File: src/rtl/nsa_pkg.sv
// Shared definitions for the nibble-serial adder controller.
//   ST_IDLE/ST_RUN/ST_DONE : FSM state encodings
//   state_t                : enumerated FSM state type built on those encodings
//   clog2                  : ceiling log2, used to size the nibble index
package nsa_pkg;

  localparam logic [1:0] ST_IDLE = 2'd0;
  localparam logic [1:0] ST_RUN  = 2'd1;
  localparam logic [1:0] ST_DONE = 2'd2;

  typedef enum logic [1:0] {
    S_IDLE = ST_IDLE,
    S_RUN  = ST_RUN,
    S_DONE = ST_DONE
  } state_t;

  // Ceiling log2 of v (returns 0 for v <= 1); elaboration-time only.
  function automatic int clog2(input int v);
    int r;
    int x;
    r = 0;
    x = v - 1;
    while (x > 0) begin
      r = r + 1;
      x = x >> 1;
    end
    return r;
  endfunction

endpackage

File: src/rtl/four_bit_vedic_adder.sv
// Four-bit adder slice shared by the nibble-serial sequencer.
// Ports:
//   a, b  in  [3:0]  nibble operands
//   cin   in         carry in
//   s     out [3:0]  nibble sum
//   cout  out        carry out of bit 3
module four_bit_vedic_adder (
  input  logic [3:0] a,
  input  logic [3:0] b,
  input  logic       cin,
  output logic [3:0] s,
  output logic       cout
);

  logic [4:0] c;

  assign c[0] = cin;

  // Ripple chain of full adders, bit 0 first.
  for (genvar i = 0; i < 4; i++) begin : g_fa
    assign s[i]   = a[i] ^ b[i] ^ c[i];
    assign c[i+1] = (a[i] & b[i]) | (a[i] & c[i]) | (b[i] & c[i]);
  end

  assign cout = c[4];

endmodule

File: src/rtl/nibble_serial_add_ctrl.sv
// Nibble-serial adder sequencer: one WIDTH-bit add per operation, computed
// LSB nibble first through a single 4-bit slice, one nibble per clock, with
// the carry registered between nibbles.
// Optional build macro: APPROX_LSB_EN -- when defined, the lowest
// APPROX_NIBBLES nibbles are a bitwise OR with carry out forced to 0.
// Ports:
//   clk, rst_n          clock (rising edge), synchronous active-low reset
//   in_valid/in_ready   operand handshake; a, b, cin captured on acceptance
//   out_valid/out_ready result handshake; sum, cout held while out_valid=1
//   busy                high while the nibble loop is running
import nsa_pkg::*;

module nibble_serial_add_ctrl #(
  parameter int WIDTH          = 16,
  parameter int APPROX_NIBBLES = 1
) (
  input  logic             clk,
  input  logic             rst_n,
  input  logic             in_valid,
  output logic             in_ready,
  input  logic [WIDTH-1:0] a,
  input  logic [WIDTH-1:0] b,
  input  logic             cin,
  output logic             out_valid,
  input  logic             out_ready,
  output logic [WIDTH-1:0] sum,
  output logic             cout,
  output logic             busy
);

  localparam int NIB = WIDTH / 4;
  localparam int IW  = (clog2(NIB) < 1) ? 1 : clog2(NIB);
  localparam logic [IW-1:0] LAST_IDX = IW'(NIB - 1);

  state_t           state;
  logic [WIDTH-1:0] a_q;
  logic [WIDTH-1:0] b_q;
  logic             carry;
  logic [IW-1:0]    idx;

  logic [3:0] a_nib;
  logic [3:0] b_nib;
  logic [3:0] slice_s;
  logic       slice_c;
  logic [3:0] nib_sum;
  logic       nib_c;

  // Select the current nibble of the latched operands.
  always_comb begin
    a_nib = a_q[{idx, 2'b00} +: 4];
    b_nib = b_q[{idx, 2'b00} +: 4];
  end

  four_bit_vedic_adder u_slice (
    .a    (a_nib),
    .b    (b_nib),
    .cin  (carry),
    .s    (slice_s),
    .cout (slice_c)
  );

`ifdef APPROX_LSB_EN
  localparam logic [IW:0] APPROX_LIM = (IW+1)'(APPROX_NIBBLES);

  // Low nibbles bypass the slice; their zero carry also makes cin irrelevant.
  always_comb begin
    if ({1'b0, idx} < APPROX_LIM) begin
      nib_sum = a_nib | b_nib;
      nib_c   = 1'b0;
    end else begin
      nib_sum = slice_s;
      nib_c   = slice_c;
    end
  end
`else
  // Every nibble uses the exact slice result.
  always_comb begin
    nib_sum = slice_s;
    nib_c   = slice_c;
  end
`endif

  // Only out_ready feeds in_ready; in_valid never loops back into it.
  assign in_ready = (state == S_IDLE) || ((state == S_DONE) && out_ready);

  // Controller FSM with registered datapath and outputs.
  always_ff @(posedge clk) begin
    if (!rst_n) begin
      state     <= S_IDLE;
      a_q       <= '0;
      b_q       <= '0;
      carry     <= 1'b0;
      idx       <= '0;
      sum       <= '0;
      cout      <= 1'b0;
      out_valid <= 1'b0;
      busy      <= 1'b0;
    end else begin
      case (state)
        S_IDLE: begin
          if (in_valid) begin
            a_q   <= a;
            b_q   <= b;
            carry <= cin;
            idx   <= '0;
            busy  <= 1'b1;
            state <= S_RUN;
          end
        end
        S_RUN: begin
          sum[{idx, 2'b00} +: 4] <= nib_sum;
          carry                  <= nib_c;
          if (idx == LAST_IDX) begin
            cout      <= nib_c;
            idx       <= '0;
            busy      <= 1'b0;
            out_valid <= 1'b1;
            state     <= S_DONE;
          end else begin
            idx <= idx + 1'b1;
          end
        end
        S_DONE: begin
          if (out_ready) begin
            out_valid <= 1'b0;
            // Handoff and next acceptance may share this edge.
            if (in_valid) begin
              a_q   <= a;
              b_q   <= b;
              carry <= cin;
              idx   <= '0;
              busy  <= 1'b1;
              state <= S_RUN;
            end else begin
              state <= S_IDLE;
            end
          end
        end
        default: begin
          state     <= S_IDLE;
          out_valid <= 1'b0;
          busy      <= 1'b0;
        end
      endcase
    end
  end

endmodule
File: config.mk
export PLATFORM = sky130hd
export DESIGN_NAME = nibble_serial_add_ctrl
export DESIGN_NICKNAME = d
export VERILOG_FILES = /design/src/rtl/nsa_pkg.sv /design/src/rtl/four_bit_vedic_adder.sv /design/src/rtl/nibble_serial_add_ctrl.sv
export SDC_FILE = /design/constraint.sdc
export NUM_CORES = 1
export LEC_CHECK = 0
export BUFFER_PORTS_ARGS = -buffer_cell sky130_fd_sc_hd__buf_2
export CORE_MARGIN = 3
export CORE_UTILIZATION = 49
export DETAILED_ROUTE_END_ITERATION = 7
export PLACE_DENSITY = 0.76
export SYNTH_ARGS = -nofsm -noshare
export SYNTH_HDL_FRONTEND = slang
export SYNTH_HIERARCHICAL = 1
export SYNTH_SLANG_ARGS = --single-unit
File: constraint.sdc
create_clock -name clk -period 2.9 [get_ports clk]
set_input_delay 0.29 -clock clk [delete_from_list [all_inputs] [get_ports clk]]
set_output_delay 0.29 -clock clk [all_outputs]
set_load 0.03 [all_outputs]
# [Word level (Yosys, flattened, before mapping)]
# Cells that the tools add are included.
[word_totals] regBits=56 input_bits=37 output_inout_bits=20 elab_cells=87
[op_classes] muxes=26 addsub=2 bitwise_logic=29 n_reduce_logical=11 eq_ne=6 shift=4
[op_table] operator="16-bit two-way mux" n=4
[op_table] operator="16-bit one-hot mux with 2 select lines" n=2
[op_table] operator="16-bit by 5-bit variable part select with 4-bit output" n=2
[op_table] operator="16-bit bitwise mux" n=1
[op_table] operator="4-bit by 6-bit variable shift with 16-bit output (first input constant)" n=1
[op_table] operator="4-bit by 6-bit variable part select with 16-bit output" n=1
[op_table] operator="1-bit bitwise AND" n=12
[op_table] operator="2-bit two-way mux" n=6
[op_table] operator="2-bit one-hot mux with 3 select lines" n=2
[op_table] operator="1-bit one-hot mux with 3 select lines" n=3
[op_table] operator="1-bit two-way mux" n=8
[op_table] operator="1-bit OR" n=8
[op_table] operator="2-bit AND reduction" n=4
[op_table] operator="1-bit bitwise XOR" n=8
[op_table] operator="2-bit inequality test (second input constant)" n=3
[op_table] operator="4-bit negator with 6-bit output" n=1
[op_table] operator="3-bit AND reduction" n=2
[op_table] operator="2-bit == test (second input constant)" n=2
[op_table] operator="3-bit nonzero test" n=1
[op_table] operator="2-bit by 1-bit adder with 2-bit output (second input constant)" n=1
[op_table] operator="2-bit by 1-bit == test with 1-bit output (second input constant)" n=1
[op_table] operator="2-bit logical NOT" n=1
[op_table] operator="2-bit nonzero test" n=1
[op_table] operator="1-bit logical AND" n=1
[op_table] operator="2 further kinds" n=2

# [Longest topological paths before layout]
# Gate-level depths: netlist of run 1.
[depth] ltp_word=14 depth_mapped=12 depth_no_buf=11

# [Modules after synthesis]
# Netlist of run 1, hierarchy kept.
[by_module_without_submodules] module="nibble_serial_add_ctrl" cells_per_inst=273 area_per_inst_um2=2600.0 instances=1 seq_area_each_um2=1121.1
[by_module_without_submodules] module="four_bit_vedic_adder" cells_per_inst=14 area_per_inst_um2=117.6 instances=1 seq_area_each_um2=0.0

# [Worst setup path before layout of run 1]
# Ideal clock, no wire load.
[synth_path] kind="register to register" start="register idx[0]" end="register sum[3]" arrival_ns=2.971 synth_period_minus_slack_ns=3.036 path_buffers=1 setup_ns=0.065 path_slack_ns=-0.136 path_stages_with_launch=13 t_required_ns=2.835 cell_sequence="dfxtp_1 buf_2 mux4_2 inv_1 fa_1 inv_1 fa_1 fa_1 inv_1 fa_1 inv_1 a32oi_1 nor2b_1"
[synth_between] elab_chain_len=13 elab_cells_between_ends=29 classes_between="1 x add/sub; 4 x shift; 1 x mux; 23 x bitwise"
[synth_lines] item="start, declared" line_no="nibble_serial_add_ctrl.sv:39" rtl="logic [IW-1:0] idx;"
[synth_lines] item="start signal, assigned" line_no="nibble_serial_add_ctrl.sv:120" rtl="idx <= idx + 1'b1;"
[synth_lines] item="16-bit by 5-bit variable part select with 4-bit output *" line_no="nibble_serial_add_ctrl.sv:50" rtl="a_nib = a_q[{idx, 2'b00} +: 4];"
[synth_lines] item="net a_nib[0]" line_no="nibble_serial_add_ctrl.sv:41" rtl="logic [3:0] a_nib;"
[synth_lines] item="1-bit bitwise AND" line_no="four_bit_vedic_adder.sv:22" rtl="assign c[i+1] = (a[i] & b[i]) | (a[i] & c[i]) | (b[i] & c[i]);"
[synth_lines] item="1-bit OR * (2 in a row)" line_no="four_bit_vedic_adder.sv:22"
[synth_lines] item="1-bit bitwise AND" line_no="four_bit_vedic_adder.sv:22"
[synth_lines] item="1-bit OR" line_no="four_bit_vedic_adder.sv:22"
[synth_lines] item="1-bit OR *" line_no="four_bit_vedic_adder.sv:22"
[synth_lines] item="1-bit bitwise AND" line_no="four_bit_vedic_adder.sv:22"
[synth_lines] item="1-bit OR" line_no="four_bit_vedic_adder.sv:22"
[synth_lines] item="1-bit OR *" line_no="four_bit_vedic_adder.sv:22"
[synth_lines] item="1-bit bitwise XOR *" line_no="four_bit_vedic_adder.sv:21" rtl="assign s[i] = a[i] ^ b[i] ^ c[i];"
[synth_lines] item="net nib_sum[3]" line_no="nibble_serial_add_ctrl.sv:45" rtl="logic [3:0] nib_sum;"
[synth_lines] item="4-bit by 6-bit variable part select with 16-bit output *" line_no="nibble_serial_add_ctrl.sv:111" rtl="sum[{idx, 2'b00} +: 4] <= nib_sum;"
[synth_lines] item="16-bit bitwise mux *" line_no="nibble_serial_add_ctrl.sv:111"
[synth_lines] item="end signal, assigned by index" line_no="nibble_serial_add_ctrl.sv:111"
[synth_lines] item="end, declared" line_no="nibble_serial_add_ctrl.sv:26" rtl="output logic [WIDTH-1:0] sum,"
# Mark *: on every way through the listed nets, which the timed path passes. The rest lies on a longest branch.
# A chain may end at the register's enable or synchronous reset.

# [Worst setup path in the final report of run 1]
# Ends and elaborated chain as after synthesis.

==> flow_summary.yaml, run 1 <==
yosys:
  syn_inst: 287
  seq_area_frac_synth_pct: 41.3
  yosysMostFrequentCell: "dfxtp_1"
  synth_mux_area_share_pct: 6.63
  synth-async-reset-ratio_pct: 0
  synthTopCellsByCount: "56 x dfxtp_1, 36 x a21boi_0, 35 x o21ai_0, 34 x nand3_1"
  synth_top_area_share_pct: 41.3
  synth_ff_type: "dfxtp_1"
  synth_area_leaders: "dfxtp_1 41%, a21boi_0 9.9%, mux4_2 6.6%"
  avgSynthCellArea_um2: 9.47
  yosys_warnings: 6
  synth_top_area_cell: "dfxtp_1"
  netlist-cell-type-count: 37
  synth-xor-area-share_pct: 0
  synth_compound_area_share_pct: 23.5
  synth_nets: 334
  synth-simple-area-share_pct: 16.2
  netlist_area_um2: 2720
  synth_top_family_by_area: "compound AO/OA/AOI/OAI gates"
  yosys_register_bits: 56
  synth_enable_flop_cells: 0
  synthAdderAreaFrac_pct: 5.71
final_layout:
  final_cells: 404
  layout.nets: 380
  drive_gt1_share_pct: 27.2
  antenna_cells: 0
  syn2layout_area_growth_pct: 15.9
floorplan:
  start_util_pct: 51.9
  rows: 26
  coreArea_um2: 5240
  design.die.area_um2: 6480
  ioPinCount: 57
  dieHeight_um: 80.5
  die_w_um: 80.5
grt:
  grt_pass1_vias: 2135
  globalRouteOverflowTotal: 0
  antenna_found_initial: 0
  track_usage_pct: 20.2
  grt_first_pass_wirelength_mm: 10.3
  grt_max_degree: 43
detailed_routing:
  final_antenna_net_count: 0
  drc: 0
  dr.pass1.iters: 4
  wl_per_cell_um: 14.9
  vias: 2250
  routed_wl_mm: 6.01
  viasPerCell: 5.57
  first_iter_violations: 114
timing:
  relSlewSlack_pct: 59.5
  fmax_mhz: 365
  fin_crit_ns: 2.74
  whs_ns: 0.231
  worstMarginPinSlew_ns: 0.608
  fin_crit_sh_pct: 94.6
  setup_ws_ns: 0.157
  finClkSkew_ns: 0.00662
  setup_violations: 0
  finalHoldViolCount: 0
  finalMaxSlewViolations: 0
critical_path:
  end_kind: "register"
  worst-path-max-fanout: 4
  cp_slowest_cell: "mux4_2"
  critPathMostFrequentCell: "fa_1"
  critPathLaunchType: "register"
  crit_required_ns: 3.15
  arrival_ns: 2.99
  path_cells: "mux4_2, inv_2, fa_1, inv_1, fa_1, fa_2, inv_1, fa_1, inv_2, a32oi_1, nor2b_1"
  critPathKind: "reg2reg"
  critical-path-max-stage-delay_ns: 0.50
flow_run:
  cap_viol_max_count: 0
clock_network:
  cts-hold-fix-buffers: 0
  cts_made_buffers: 5
  clockBufferDepth: 2
  cts.clk_slew.worst_paths_ns: 0.10
  insertion_delay_ns: 0.31
  root_buffer: "clkbuf_8"
  cts_sinks: 56
  cts_tree: "built"
  htreeDepth: 2
power:
  powerDensity_nw_per_um2: 500
  leakagePower_nw: 1.24
  vdd_drop_max_uv: 309
placement:
  portBuffers: 56
  place_ws_ns: 0.0932
  placedCellCount: 395
  gp_congestion: 0.802
  dp_hpwl_mm: 4.37
hold_path:
  hold_class: "in2reg"
outcome:
  status: "finished, final reports clean"
[worst paths after layout]
kind         startpoint  endpoint  slack [ns]  depth (start not counted)
max reg2reg      idx[0]    sum[3]        0.16                         11
min reg2reg     sum[13]   sum[13]        0.47                          2
min               a[14]   a_q[14]        0.23                          3
max              idx[0]    sum[3]        0.16                         11
[sequential cells by signal, indices dropped and copies added (netlist names)]
| register | cells |
|---|---|
| carry | 1 |
| b_q | 16 |
| cout | 1 |
| idx | 2 |
| out_valid | 1 |
| sum | 16 |
| a_q | 16 |
| state | 2 |
| busy | 1 |
[timing repair]
| action | 4_1_cts | 5_1_grt |
|---|---|---|
| setup endpoints to repair | 0 | 3 |
| buffers inserted | 0 | 1 |
| gates resized for setup | 0 | 4 |
[final cells by class]
class	count	area [um^2]
clock inverter	3	42.5
sequential	56	1120
inverter	13	48.8
tap	70	87.6
fill	482	2090
timing repair buffer	66	355
clock buffer	5	68.8
multi-input combinational	191	1420
[layout by cell type, fill, tap and decap left out, types with 2 or more instances in the layout]
| cell type | netlist | final |
|---|---|---|
| and2_1 | 4 | 4 |
| a32oi_1 | 8 | 8 |
| buf_4 | 2 | 10 |
| nor2b_1 | 13 | 11 |
| a21boi_0 | 36 | 36 |
| a22oi_1 | 2 | 2 |
| mux4_2 | 8 | 8 |
| buf_2 | 12 | 56 |
| o22ai_1 | 5 | 5 |
| inv_2 | 0 | 2 |
| nor2_1 | 3 | 3 |
| o21ai_0 | 35 | 35 |
| dfxtp_1 | 56 | 55 |
| nor2b_2 | 0 | 2 |
| and4_1 | 2 | 2 |
| nand2_1 | 10 | 10 |
| fa_1 | 4 | 3 |
| nand3_1 | 34 | 34 |
| a22o_1 | 3 | 3 |
| nand3b_1 | 2 | 2 |
| clkbuf_8 | 0 | 5 |
| inv_1 | 13 | 11 |
| nor3_1 | 2 | 2 |
| o211ai_1 | 2 | 2 |
| ha_1 | 6 | 6 |
[per-stage QoR]
| step | setup TNS, ns | cell area (um^2) | total power, W | utilization, % |
|---|---|---|---|---|
| finish | 0 | 3150 | 0.00158 | 60.1 |
| detailed placement | 0 | 3030 | 0.00108 | 57.8 |
| floorplan | 0 | 2730 | 0.00101 | - |
| global route | -0.000452 | 3150 | 0.00165 | 60.1 |
| CTS | 0 | 3140 | 0.00158 | 59.9 |
| global placement | 0 | 3030 | 0.00108 | 57.8 |
[metal layers]
layer | vias up | routed length, um | global-route usage [%]
li1 | 1128 | - | -
met2 | 47 | 2920 | 32.9
met1 | 1067 | 2760 | 27.2
met5 | - | 0 | 0
met3 | 8 | 241 | 3.59
met4 | 0 | 76 | 5.91
[worst max-delay path: cells and delay by family (launching register included)]
| kind | cells | cell delay [ns] |
|---|---|---|
| adders and majority gates | 4 | 1.29 |
| muxes | 1 | 0.50 |
| DFF | 1 | 0.38 |
| buffers and inverters | 4 | 0.29 |
| and+or+nand+nor | 1 | 0.12 |
| AOI/OAI and AO/OA | 1 | 0.09 |
[cells by family (layout without fill, tap and decap cells)]
family                   Yosys count  after routing
buffers and inverters             40             87
flip-flops                        56             56
AO/OA/AOI/OAI                     96             96
AND/OR/NAND/NOR                   77             77
multiplexers                       8              8
adder cells (fa/ha/maj)           10             10
[report_power, final]
part | switching [W] | internal [W]
Clock | 0.000248 | 0.000256
Sequential | 0.0000222 | 0.000804
Combinational | 0.000136 | 0.000109
Total | 0.000406 | 0.00117
Note: power is estimated with default switching activity, not from simulation.
==> run 2, diff against run 1 <==
- CTS_BUF_LIST: not set -> sky130_fd_sc_hd__clkbuf_16
==> flow_summary.yaml, run 2 (same netlist as run 1, synthesis figures left out) <==
placement:
  gp_congestion: 0.802
  dp_hpwl_mm: 4.37
  placedCellCount: 395
  portBuffers: 56
critical_path:
  critPathKind: "reg2reg"
  worst-path-max-fanout: 4
  reg2reg_depth: 11
  arrival_ns: 2.97
  timing.rr.start: "idx[0]"
  end_kind: "register"
  r2r_slack_ns: 0.16
  crit_required_ns: 3.13
  r2r-end: "sum[3]"
  critPathLaunchType: "register"
power:
  swShare_pct: 24.4
  leakagePower_nw: 1.27
  comb_power_share_pct: 14.1
  intPower_w: 0.00132
  vdd_drop_max_uv: 250
  clockPowerShare_pct: 38.6
  powerDensity_nw_per_um2: 544
  p_switching_w: 0.000426
  seqPwrFrac_pct: 47.4
detailed_routing:
  drc: 0
  viasPerCell: 5.60
  final_antenna_net_count: 0
  first_iter_violations: 141
  vias: 2263
  routed_wl_mm: 6.12
  dr.pass1.iters: 4
  wl_per_cell_um: 15.2
clock_network:
  cts.clk_slew.worst_paths_ns: 0.07
  cts-hold-fix-buffers: 0
  insertion_delay_ns: 0.29
  cts_tree: "built"
  clockBufferDepth: 2
  root_buffer: "clkbuf_16"
  htreeDepth: 2
  cts_sinks: 56
  cts_made_buffers: 5
final_layout:
  post-route-util_pct: 61.2
  reg.largest.list: "a_q x16, b_q x16, sum x16"
  mostFrequentLayoutCells: "56 x buf_2, 55 x dfxtp_1, 36 x a21boi_0"
  multi_input_area_um2: 1420
  antenna_cells: 0
  layout.nets: 380
  final_cells: 404
  ff_latch_area_um2: 1120
  final_common_cell: "buf_2"
  nFillCells: 466
  drive_gt1_share_pct: 27.2
  syn2layout_area_growth_pct: 18.0
grt:
  grt_pass1_vias: 2120
  grt_first_pass_wirelength_mm: 10.5
  track_usage_pct: 20.9
  antenna_found_initial: 0
  globalRouteOverflowTotal: 0
  grt_max_degree: 43
flow_run:
  cap_viol_max_count: 0
hold_path:
  holdPathStages: 3
  holdPathEnd: "b_q[11]"
  hold_class: "in2reg"
  min_from: "b[11]"
timing:
  finalMaxSlewViolations: 0
  worstMarginPinSlew_ns: 0.615
  fmax_mhz: 365
  setup_violations: 0
  finalHoldViolCount: 0
  finClkSkew_ns: 0.00477
  rsz0062_at_grt: "false"
  finalSetupTns_ns: 0
  relSlewSlack_pct: 59.0
  fin_crit_sh_pct: 94.4
  fin_crit_ns: 2.74
outcome:
  status: "finished, final reports clean"
floorplan:
  design.die.area_um2: 6480
  ioPinCount: 57
  coreArea_um2: 5240
  die_w_um: 80.5
  start_util_pct: 51.9
  rows: 26
  dieHeight_um: 80.5
[run 2: cell count changes in the layout (fill, tap and decap cells not counted)]
cell,delta
clkbuf_16,+5
clkbuf_8,-5
[run 2: timing repair]
item / CTS / global route
endpoints found under the hold margin: 0 / 0
setup endpoints to repair: 0 / 3
resized for setup: 0 / 4
setup buffers: 0 / 1
[run 2: power groups by stage]
stage / clock network (W) / logic (W) / registers (W)
global placement: 0 / 0.000232 / 0.000844
finish: 0.000673 / 0.000245 / 0.000827
floorplan: 0 / 0.000163 / 0.000844
global route: 0.000716 / 0.000277 / 0.000832
detailed placement: 0 / 0.000238 / 0.000845
CTS: 0.000684 / 0.000239 / 0.000827
[run 2: metrics by stage]
step	area, um^2	total power, W	hold slack [ns]	setup WS, ns
final	3210	0.00175	0.253	0.163
after global routing	3210	0.00183	0.262	0.00730
after CTS	3190	0.00175	0.250	0.0765
after detailed placement	3030	0.00108	0.452	0.0932
after global placement	3030	0.00108	0.457	0.157
after floorplan	2730	0.00101	0.437	0.0509
[run 2: worst max-delay path by stage]
stage | endpoint | cells past startpoint | from
detailed placement | sum[3] | 11 | idx[0]
floorplan | sum[3] | 12 | idx[0]
finish | sum[3] | 11 | idx[0]
global route | sum[3] | 11 | idx[0]
global placement | sum[3] | 11 | idx[0]
CTS | sum[3] | 11 | idx[0]
[run 2: cell type report]
type	count	area share (%)
multi-input cells	191	44.3
flip-flops and latches	56	35.1
repair buffers	66	11.1
clock buffers	5	3.90
well taps	70	2.73
inverters	13	1.52
clock inverters	3	1.33
[run 2: per-layer routing]
metal / global-route usage (%) / routed length, um / vias to the layer above
met2: 33.9 / 2960 / 64
met1: 27.6 / 2760 / 1064
met3: 4.60 / 280 / 10
met5: 0 / 0 / -
li1: - / - / 1125
met4: 6.59 / 116 / 0
[run 2: worst max-delay path: stages, from the launching register on]
cell and delay, ns:
dfxtp_4 0.37, mux4_2 0.50, inv_2 0.07, fa_1 0.16, inv_1 0.05, fa_1 0.38, fa_2 0.34, inv_1 0.07
fa_1 0.41, inv_2 0.10, a32oi_1 0.09, nor2b_1 0.12
